`src/rtl/rotary_emu.sv`:
```
// rotary_emu: quadrature rotary-encoder emulator driving Rot_A/Rot_B detents and Rot_C push pulses.
// Optional macro EXP_MODEL_EN adds Exp_Count, the count a downstream decoder should hold.
module rotary_emu #(
  parameter int PHASE_CYCLES = 24000,
  parameter int GAP_CYCLES   = 48000
) (
  input  logic       Fg_CLK,
  input  logic       RESET,
  input  logic       Cmd_Valid,
  output logic       Cmd_Ready,
  input  logic       Cmd_Dir,
  input  logic [7:0] Cmd_Steps,
  input  logic       Cmd_Push,
  output logic       Rot_A,
  output logic       Rot_B,
  output logic       Rot_C,
  output logic       Busy,
  output logic       Done
`ifdef EXP_MODEL_EN
  ,
  output logic [11:0] Exp_Count
`endif
);
  typedef enum logic [2:0] {IDLE, PUSH, PGAP, PH1, PH2, PH3, PH4, SGAP} state_t;
  localparam logic [21:0] PH_LD  = 22'(PHASE_CYCLES - 1);
  localparam logic [21:0] GAP_LD = 22'(GAP_CYCLES - 1);
  state_t      r_state, w_next;
  logic [21:0] r_timer, w_ld;
  logic [7:0]  r_steps;
  logic        r_dir, w_dir, w_exp, w_x, w_y;
  assign w_exp = r_timer == 22'd0;
  assign w_dir = (r_state == IDLE) ? Cmd_Dir : r_dir;
  // Plus-direction levels of (A,B) for the next state; minus swaps the roles.
  assign w_x = !(w_next == PH2 || w_next == PH3);
  assign w_y = !(w_next == PH1 || w_next == PH2);
  always_comb begin
    w_next = r_state;
    w_ld   = r_timer - 22'd1;
    case (r_state)
      IDLE: begin
        w_ld = 22'd0;
        if (Cmd_Valid) begin
          w_next = Cmd_Push ? PUSH : (Cmd_Steps != 8'd0 ? PH1 : PGAP);
          w_ld   = (!Cmd_Push && Cmd_Steps != 8'd0) ? PH_LD : 22'd0;
        end
      end
      PUSH: begin
        w_next = PGAP;
        w_ld   = GAP_LD;
      end
      PGAP: if (w_exp) begin
        w_next = (r_steps != 8'd0) ? PH1 : IDLE;
        w_ld   = (r_steps != 8'd0) ? PH_LD : 22'd0;
      end
      PH1: if (w_exp) begin
        w_next = PH2;
        w_ld   = PH_LD;
      end
      PH2: if (w_exp) begin
        w_next = PH3;
        w_ld   = PH_LD;
      end
      PH3: if (w_exp) begin
        w_next = PH4;
        w_ld   = PH_LD;
      end
      PH4: if (w_exp) begin
        w_next = SGAP;
        w_ld   = GAP_LD;
      end
      SGAP: if (w_exp) begin
        w_next = (r_steps != 8'd1) ? PH1 : IDLE;
        w_ld   = (r_steps != 8'd1) ? PH_LD : 22'd0;
      end
      default: begin
        w_next = IDLE;
        w_ld   = 22'd0;
      end
    endcase
  end
  always_ff @(posedge Fg_CLK) begin
    if (RESET) begin
      r_state   <= IDLE;
      r_timer   <= 22'd0;
      r_steps   <= 8'd0;
      r_dir     <= 1'b0;
      Rot_A     <= 1'b1;
      Rot_B     <= 1'b1;
      Rot_C     <= 1'b0;
      Busy      <= 1'b0;
      Done      <= 1'b0;
      Cmd_Ready <= 1'b1;
    end else begin
      r_state   <= w_next;
      r_timer   <= w_ld;
      r_dir     <= w_dir;
      r_steps   <= (r_state == IDLE) ? Cmd_Steps : (r_state == SGAP && w_exp) ? r_steps - 8'd1 : r_steps;
      Rot_A     <= w_dir ? w_x : w_y;
      Rot_B     <= w_dir ? w_y : w_x;
      Rot_C     <= w_next == PUSH;
      Busy      <= w_next != IDLE;
      Cmd_Ready <= w_next == IDLE;
      Done      <= r_state != IDLE && w_next == IDLE;
    end
  end
`ifdef EXP_MODEL_EN
  logic [1:0]  r_step_exp;
  logic [11:0] w_inc;
  assign w_inc = (r_step_exp == 2'd0) ? 12'd1 : (r_step_exp == 2'd1) ? 12'd10 : 12'd100;
  always_ff @(posedge Fg_CLK) begin
    if (RESET) begin
      r_step_exp <= 2'd0;
      Exp_Count  <= 12'd0;
    end else begin
      if (r_state == PUSH) r_step_exp <= (r_step_exp == 2'd2) ? 2'd0 : r_step_exp + 2'd1;
      if (r_state == PH4 && w_exp)
        Exp_Count <= r_dir ? ((Exp_Count + w_inc > 12'd1800) ? 12'd1800 : Exp_Count + w_inc)
                           : ((Exp_Count < w_inc) ? 12'd0 : Exp_Count - w_inc);
    end
  end
`endif
endmodule

```
`config.mk`:
```
export PLATFORM = sky130hd
export DESIGN_NAME = rotary_emu
export DESIGN_NICKNAME = d
export VERILOG_FILES = /design/src/rtl/rotary_emu.sv
export SDC_FILE = /design/constraint.sdc
export NUM_CORES = 1
export LEC_CHECK = 0
export CAP_MARGIN = 20
export CORE_ASPECT_RATIO = 0.8
export CORE_UTILIZATION = 70
export CTS_BUF_LIST = sky130_fd_sc_hd__clkbuf_8
export DETAILED_ROUTE_END_ITERATION = 16
export DONT_BUFFER_PORTS = 1
export GPL_TIMING_DRIVEN = 0
export PLACE_DENSITY_LB_ADDON = 0.15
export SYNTH_ARGS = -nofsm -noshare
export SYNTH_HDL_FRONTEND = slang
export SYNTH_SLANG_ARGS = --single-unit
```
`constraint.sdc`:
```
create_clock -name Fg_CLK -period 4 [get_ports Fg_CLK]
set_input_delay 0.4 -clock Fg_CLK [delete_from_list [all_inputs] [get_ports Fg_CLK]]
set_output_delay 0.4 -clock Fg_CLK [all_outputs]
set_load 0.05 [all_outputs]
```
Word-level counts from Yosys, hierarchy flattened

Cells that the tools add are included.

Flip-flop bits (word level): 40
Bits of input ports: 13
Output and inout bits: 6

$add $sub $neg: 2
Equality and inequality tests: 12
Muxes and demuxes: 26
Reduce and logical (&&, ||, !) cells: 17

Operator list:

| operator                                                                 | number |
|---|---|
| 22-bit one-hot mux with 6 select lines                                   | 1 |
| 22-bit two-way mux                                                       | 4 |
| 15-bit two-way mux                                                       | 4 |
| 3-bit one-hot mux with 8 select lines                                    | 1 |
| 22-bit logical NOT                                                       | 1 |
| 22-bit by 1-bit subtractor with 22-bit output (second input constant)    | 1 |
| 3-bit two-way mux                                                        | 7 |
| 3-bit equality test (second input constant)                              | 6 |
| 8-bit two-way mux                                                        | 2 |
| 8-bit nonzero test                                                       | 2 |
| 3-bit by 2-bit equality test with 1-bit output (second input constant)   | 3 |
| 8-bit by 1-bit inequality test with 1-bit output (second input constant) | 1 |
| 8-bit by 1-bit subtractor with 8-bit output (second input constant)      | 1 |
| 3-bit by 1-bit equality test with 1-bit output (second input constant)   | 2 |
| 3-bit logical NOT                                                        | 2 |
| 2-bit two-way mux                                                        | 3 |
| 3-bit nonzero test                                                       | 2 |
| 1-bit two-way mux                                                        | 4 |
| 1-bit logical AND                                                        | 3 |
| 1-bit logical NOT                                                        | 3 |
| 3-bit OR reduction                                                       | 1 |
| 1-bit logical OR                                                         | 2 |
| 2-bit nonzero test                                                       | 1 |

Depth between registers and ports, before layout

Depth after elaboration: 9
Mapped depth: 9
Gate-level depth less buffers: 8

Worst setup path before layout

Ideal clock, no wire load.

Path kind: reg2reg
Start: reg r_timer[9]
End: reg r_steps[4]
Library setup time: 0.132 ns
Data arrival time: 1.943 ns
Required time: 3.868 ns
Setup slack: 1.925 ns
Stages on the path, launching flop included: 8
Buffers on the path: 1
Cells stage by stage: dfxtp_1 -> or4_1 -> buf_2 -> nor3_4 -> nand3_2 -> or3b_1 -> o211ai_1 -> a21oi_1

Word-level cells in the longest chain between the ends: 3

Ends and longest elaborated chain:

| what                                | line | text |
|---|---|---|
| from (decl)                         | 28   | `logic [21:0] r_timer, w_ld;` |
| from (signal assigned)              | 95   | `r_timer <= w_ld;` |
| 22-bit logical NOT                  | 31   | `assign w_exp = r_timer == 22'd0;` |
| 1-bit logical AND                   | 97   | `r_steps <= (r_state == IDLE) ? Cmd_Steps : (r_state == SGAP && w_exp) ? r_steps - 8'd1 : r_steps;` |
| 2-bit nonzero test (no source line) | n/a  |  |
| to (signal assigned)                | 97   |  |
| to (decl)                           | 29   | `logic [7:0] r_steps;` |

No other way between the ends.
A chain may end at the register's enable or synchronous reset.

Worst setup path in the final report

Start: reg r_timer[0]
End: reg Rot_C

Word-level cells in the longest chain between the ends: 4

Ends and longest elaborated chain:

| what                                               | line | text |
|---|---|---|
| 22-bit logical NOT (*)                             | 31   |  |
| 3-bit two-way mux, or another cell as far along    | 71   | `SGAP: if (w_exp) begin` |
| 3-bit one-hot mux with 8 select lines (*)          | 39   | `case (r_state)` |
| 3-bit by 1-bit equality test with 1-bit output (*) | 100  | `Rot_C <= w_next == PUSH;` |
| to (signal assigned)                               | 89   | `Rot_C <= 1'b0;` |
| to (signal assigned)                               | 100  |  |
| to (decl)                                          | 16   | `output logic Rot_C,` |

Mark *: on every way between the ends. The rest lies on a longest branch, timed or not.

==> out/qor.txt <==
Outcome: complete, no violations
Total GRT Usage: 0.3077
Mapped Area: 2095 um2
Final Net Count: 271
Most frequent cells in the layout: 40 x dfxtp_1, 32 x nor2_1, 30 x a21oi_1
Final Hold Violating Endpoints: 0
Total power: 1.383 mW
Slowest stage delay, CP: 0.54 ns
Clock Sinks: 40
Commonest non-fill, non-tap cell in the layout: dfxtp_1
Buffers on Ports: 0
First-pass detailed-route iteration total: 4
Routed length per instance: 15.53 um
Setup TNS: 0 ns
Crit-path cells: inv_1 > ha_1 > nor4b_1 > and4b_1 > buf_2 > nand2_1 > o31ai_1 > a21oi_2 > nor3b_1
Largest family of logic cells by synthesized area: simple AND/OR/NAND/NOR gates
Later-pin clock latency in the skew report: 0.29 ns
Slew Limit Fails: 0
Post-Synth XOR/XNOR Area: 0.07945
Starting density of the core: 0.7460
Row cnt: 17
Top_reg_cell synth: dfxtp_1
Root buffer cell: clkbuf_8
Drt total wl: 4536 um
Setup violators final: 0
Die height: 50.93 um
Worst Path Buf+Inv: 2
Leakage power: 0.8437 nW
Switch share: 0.3798
Slowest cell on crit path: o31ai_1
Routed Antenna Nets: 0
DRC: 0
Hold Buf Count CTS: 0
Tcrit/Tclk final: 0.6435
Slew @ Worst Pin: 0.8646 ns
Post-synth cell types: 56
Maximum clock insertion buffer count: 2
Gate Count Post-Synth: 246
HPWL after DPL: 3336 um
CTS tree: yes
Sequential area share after synthesis: 0.3823
Number of flops mapped to enable cells by yosys: 0
CP endpoint kind: flip-flop
Max-cap violation count: 0
Vias: 1801
Simple-gate area share of the yosys netlist: 0.2748
Adder-Cell Fraction of Synth Area: 0.02987
Worst Path Required: 4.19 ns
CTS Buf Count: 5
Vias in the first global route: 1578
ANT cells: 0
Clock Skew: 0.002989 ns
Setup CP Type: flip-flop to flip-flop
Quantity of gates resized following cts: 0
Int Power: 0.8577 mW
Worst path arrival time: 2.77 ns
Postcts setup bufs: 0
Sequential power share: 0.387
Final Wtd Congestion: 0.8814
Worst-path fanout max: 8
Synth Area per Inst: 8.514 um2
Worst vdd ir: 0.0004627 V
Synth Area in Compound Gates: 0.1768
Clk slew on worst S/H paths: 0.07 ns
IO Pins: 19
Total global routing overflow: 0
RSZ-0062 raised after global routing: no
Core Area: 2808 um2
Mux contribution to synthesized area: 0.01912
Yosys warnings: 0
Antenna violations before repair: 0
Switching power: 0.5253 mW
Critical Path Start Type: flip-flop
Max Freq: 388.5 MHz
Clock power share: 0.231
Largest net degree at the start of global routing: 13
Layout cells sized above 1: 0.09055
Vias per cell: 6.168
Crit path time final: 2.574 ns
Pwr per Cell Area: 614.7 nW/um2
Dominant delay contributor by cell family on the critical path: simple AND/OR/NAND/NOR gates
Die W: 63.16 um
Mapped Nets: 264
First-pass GRT wire length: 7431 um
Ys async rst share: 0
1st-iter DRT viols: 151
Die ar.: 3216 um2
Hold/Removal Path Class: input port to flip-flop
#FFs+latches synth: 40
CTS H-tree depth: 2
Slew HR: 0.4183
Comb power frac: 0.382
P&R area growth vs syn: 7.408%
==> registers in the layout, indices dropped and copies added (netlist names) <==
signal / cells
Cmd_Ready: 1
Rot_C: 1
Busy: 1
r_steps: 8
Done: 1
Rot_A: 1
r_dir: 1
Rot_B: 1
r_timer: 22
r_state: 3
==> kinds of logic (layout without fill, tap and decap cells) <==
family,count (synthesis),after routing
adder cells (fa/ha/maj),5,5
buffers and inverters,18,26
XOR/XNOR,19,19
AO/OA/AOI/OAI,60,60
flip-flops,40,40
AND/OR/NAND/NOR,100,100
multiplexers,4,4
==> final cells by class <==
type                    count  area [um2]
flip-flops and latches     40       800.8
multi-input cells         188        1215
inverters                   6       22.52
well taps                  38       47.55
clock inverters             3       38.79
fillers                   198       558.0
plain buffers              12       56.30
clock buffers               5       68.82
==> stage by stage <==
| step | setup slack, ns | std cells | utilization | hold slack (ns) | cell area (um2) |
|---|---|---|---|---|---|
| 3_3_place_gp | 1.666 | 284 | 0.7629 | 0.4459 | 2142 |
| 5_1_grt | 1.283 | 292 | 0.8012 | 0.2789 | 2250 |
| 3_5_place_dp | 1.528 | 284 | 0.7629 | 0.4551 | 2142 |
| 6_report | 1.426 | 292 | 0.8012 | 0.2720 | 2250 |
| 4_1_cts | 1.487 | 292 | 0.8012 | 0.2766 | 2250 |
| 2_1_floorplan | 1.925 | 246 | - | 0.4327 | 2095 |
==> worst paths after layout <==
kind | from | slack (ns) | end | depth (start not counted)
worst max register to register | r_timer[0]$_SDFF_PP0_ | 1.43 | Rot_C$_SDFF_PP0_ | 9
worst min-delay path | Cmd_Steps[0] | 0.27 | r_steps[0]$_SDFFE_PP0P_ | 2
worst min register to register | r_timer[0]$_SDFF_PP0_ | 0.47 | r_timer[0]$_SDFF_PP0_ | 1
worst max-delay path | r_timer[0]$_SDFF_PP0_ | 1.43 | Rot_C$_SDFF_PP0_ | 9
==> worst register-to-register path: cells and delay by family (launching register included) <==
kind,cells,cell delay [ns]
buffers and inverters,2,0.28
and+or+nand+nor,4,1.00
adders and majority gates,1,0.13
AOI/OAI and AO/OA,2,0.75
DFF,1,0.33
==> power by group through the flow <==
stage               Sequential [mW]  Clock, mW  Combinational, mW
floorplan                     0.531          0              0.432
global placement              0.540          0              0.501
detailed placement            0.543          0              0.513
CTS                           0.535      0.322              0.522
global route                  0.544      0.338              0.581
finish                        0.536      0.319              0.528
==> synth_stat cells (2+ instances only) <==
cell type  number  area [um2]
nand2_1        16       60.06
ha_1            5       62.56
mux2i_1         4       40.04
dfxtp_1        40       800.8
xnor2_1        14       122.6
nor4_1          7       43.79
or4_1           2       15.01
o21ai_0         4       20.02
nor3b_1         4       30.03
nand2b_1        4       25.02
o211ai_1        4       30.03
a21o_1          2       15.01
inv_1           6       22.52
or3_1           4       25.02
a22oi_1         2       15.01
nor2b_1         3       18.77
and4b_1         2       20.02
nor3_1          8       40.04
a31oi_1         5       31.28
nor2_1         32       120.1
nand3_1         2       10.01
clkbuf_1        7       26.28
xor2_1          5       43.79
buf_2           3       15.01
a21oi_1        30       150.1
==> routing by layer <==
metal | global-route usage | part of all wire | wire, um
met3 | 0.05804 | 0.076 | 343
met1 | 0.4341 | 0.47 | 2149
met4 | 0.1047 | 0.010 | 46
met2 | 0.4695 | 0.44 | 1997
met5 | 0 | 0 | 0
Note: power is estimated with default switching activity, not from simulation.
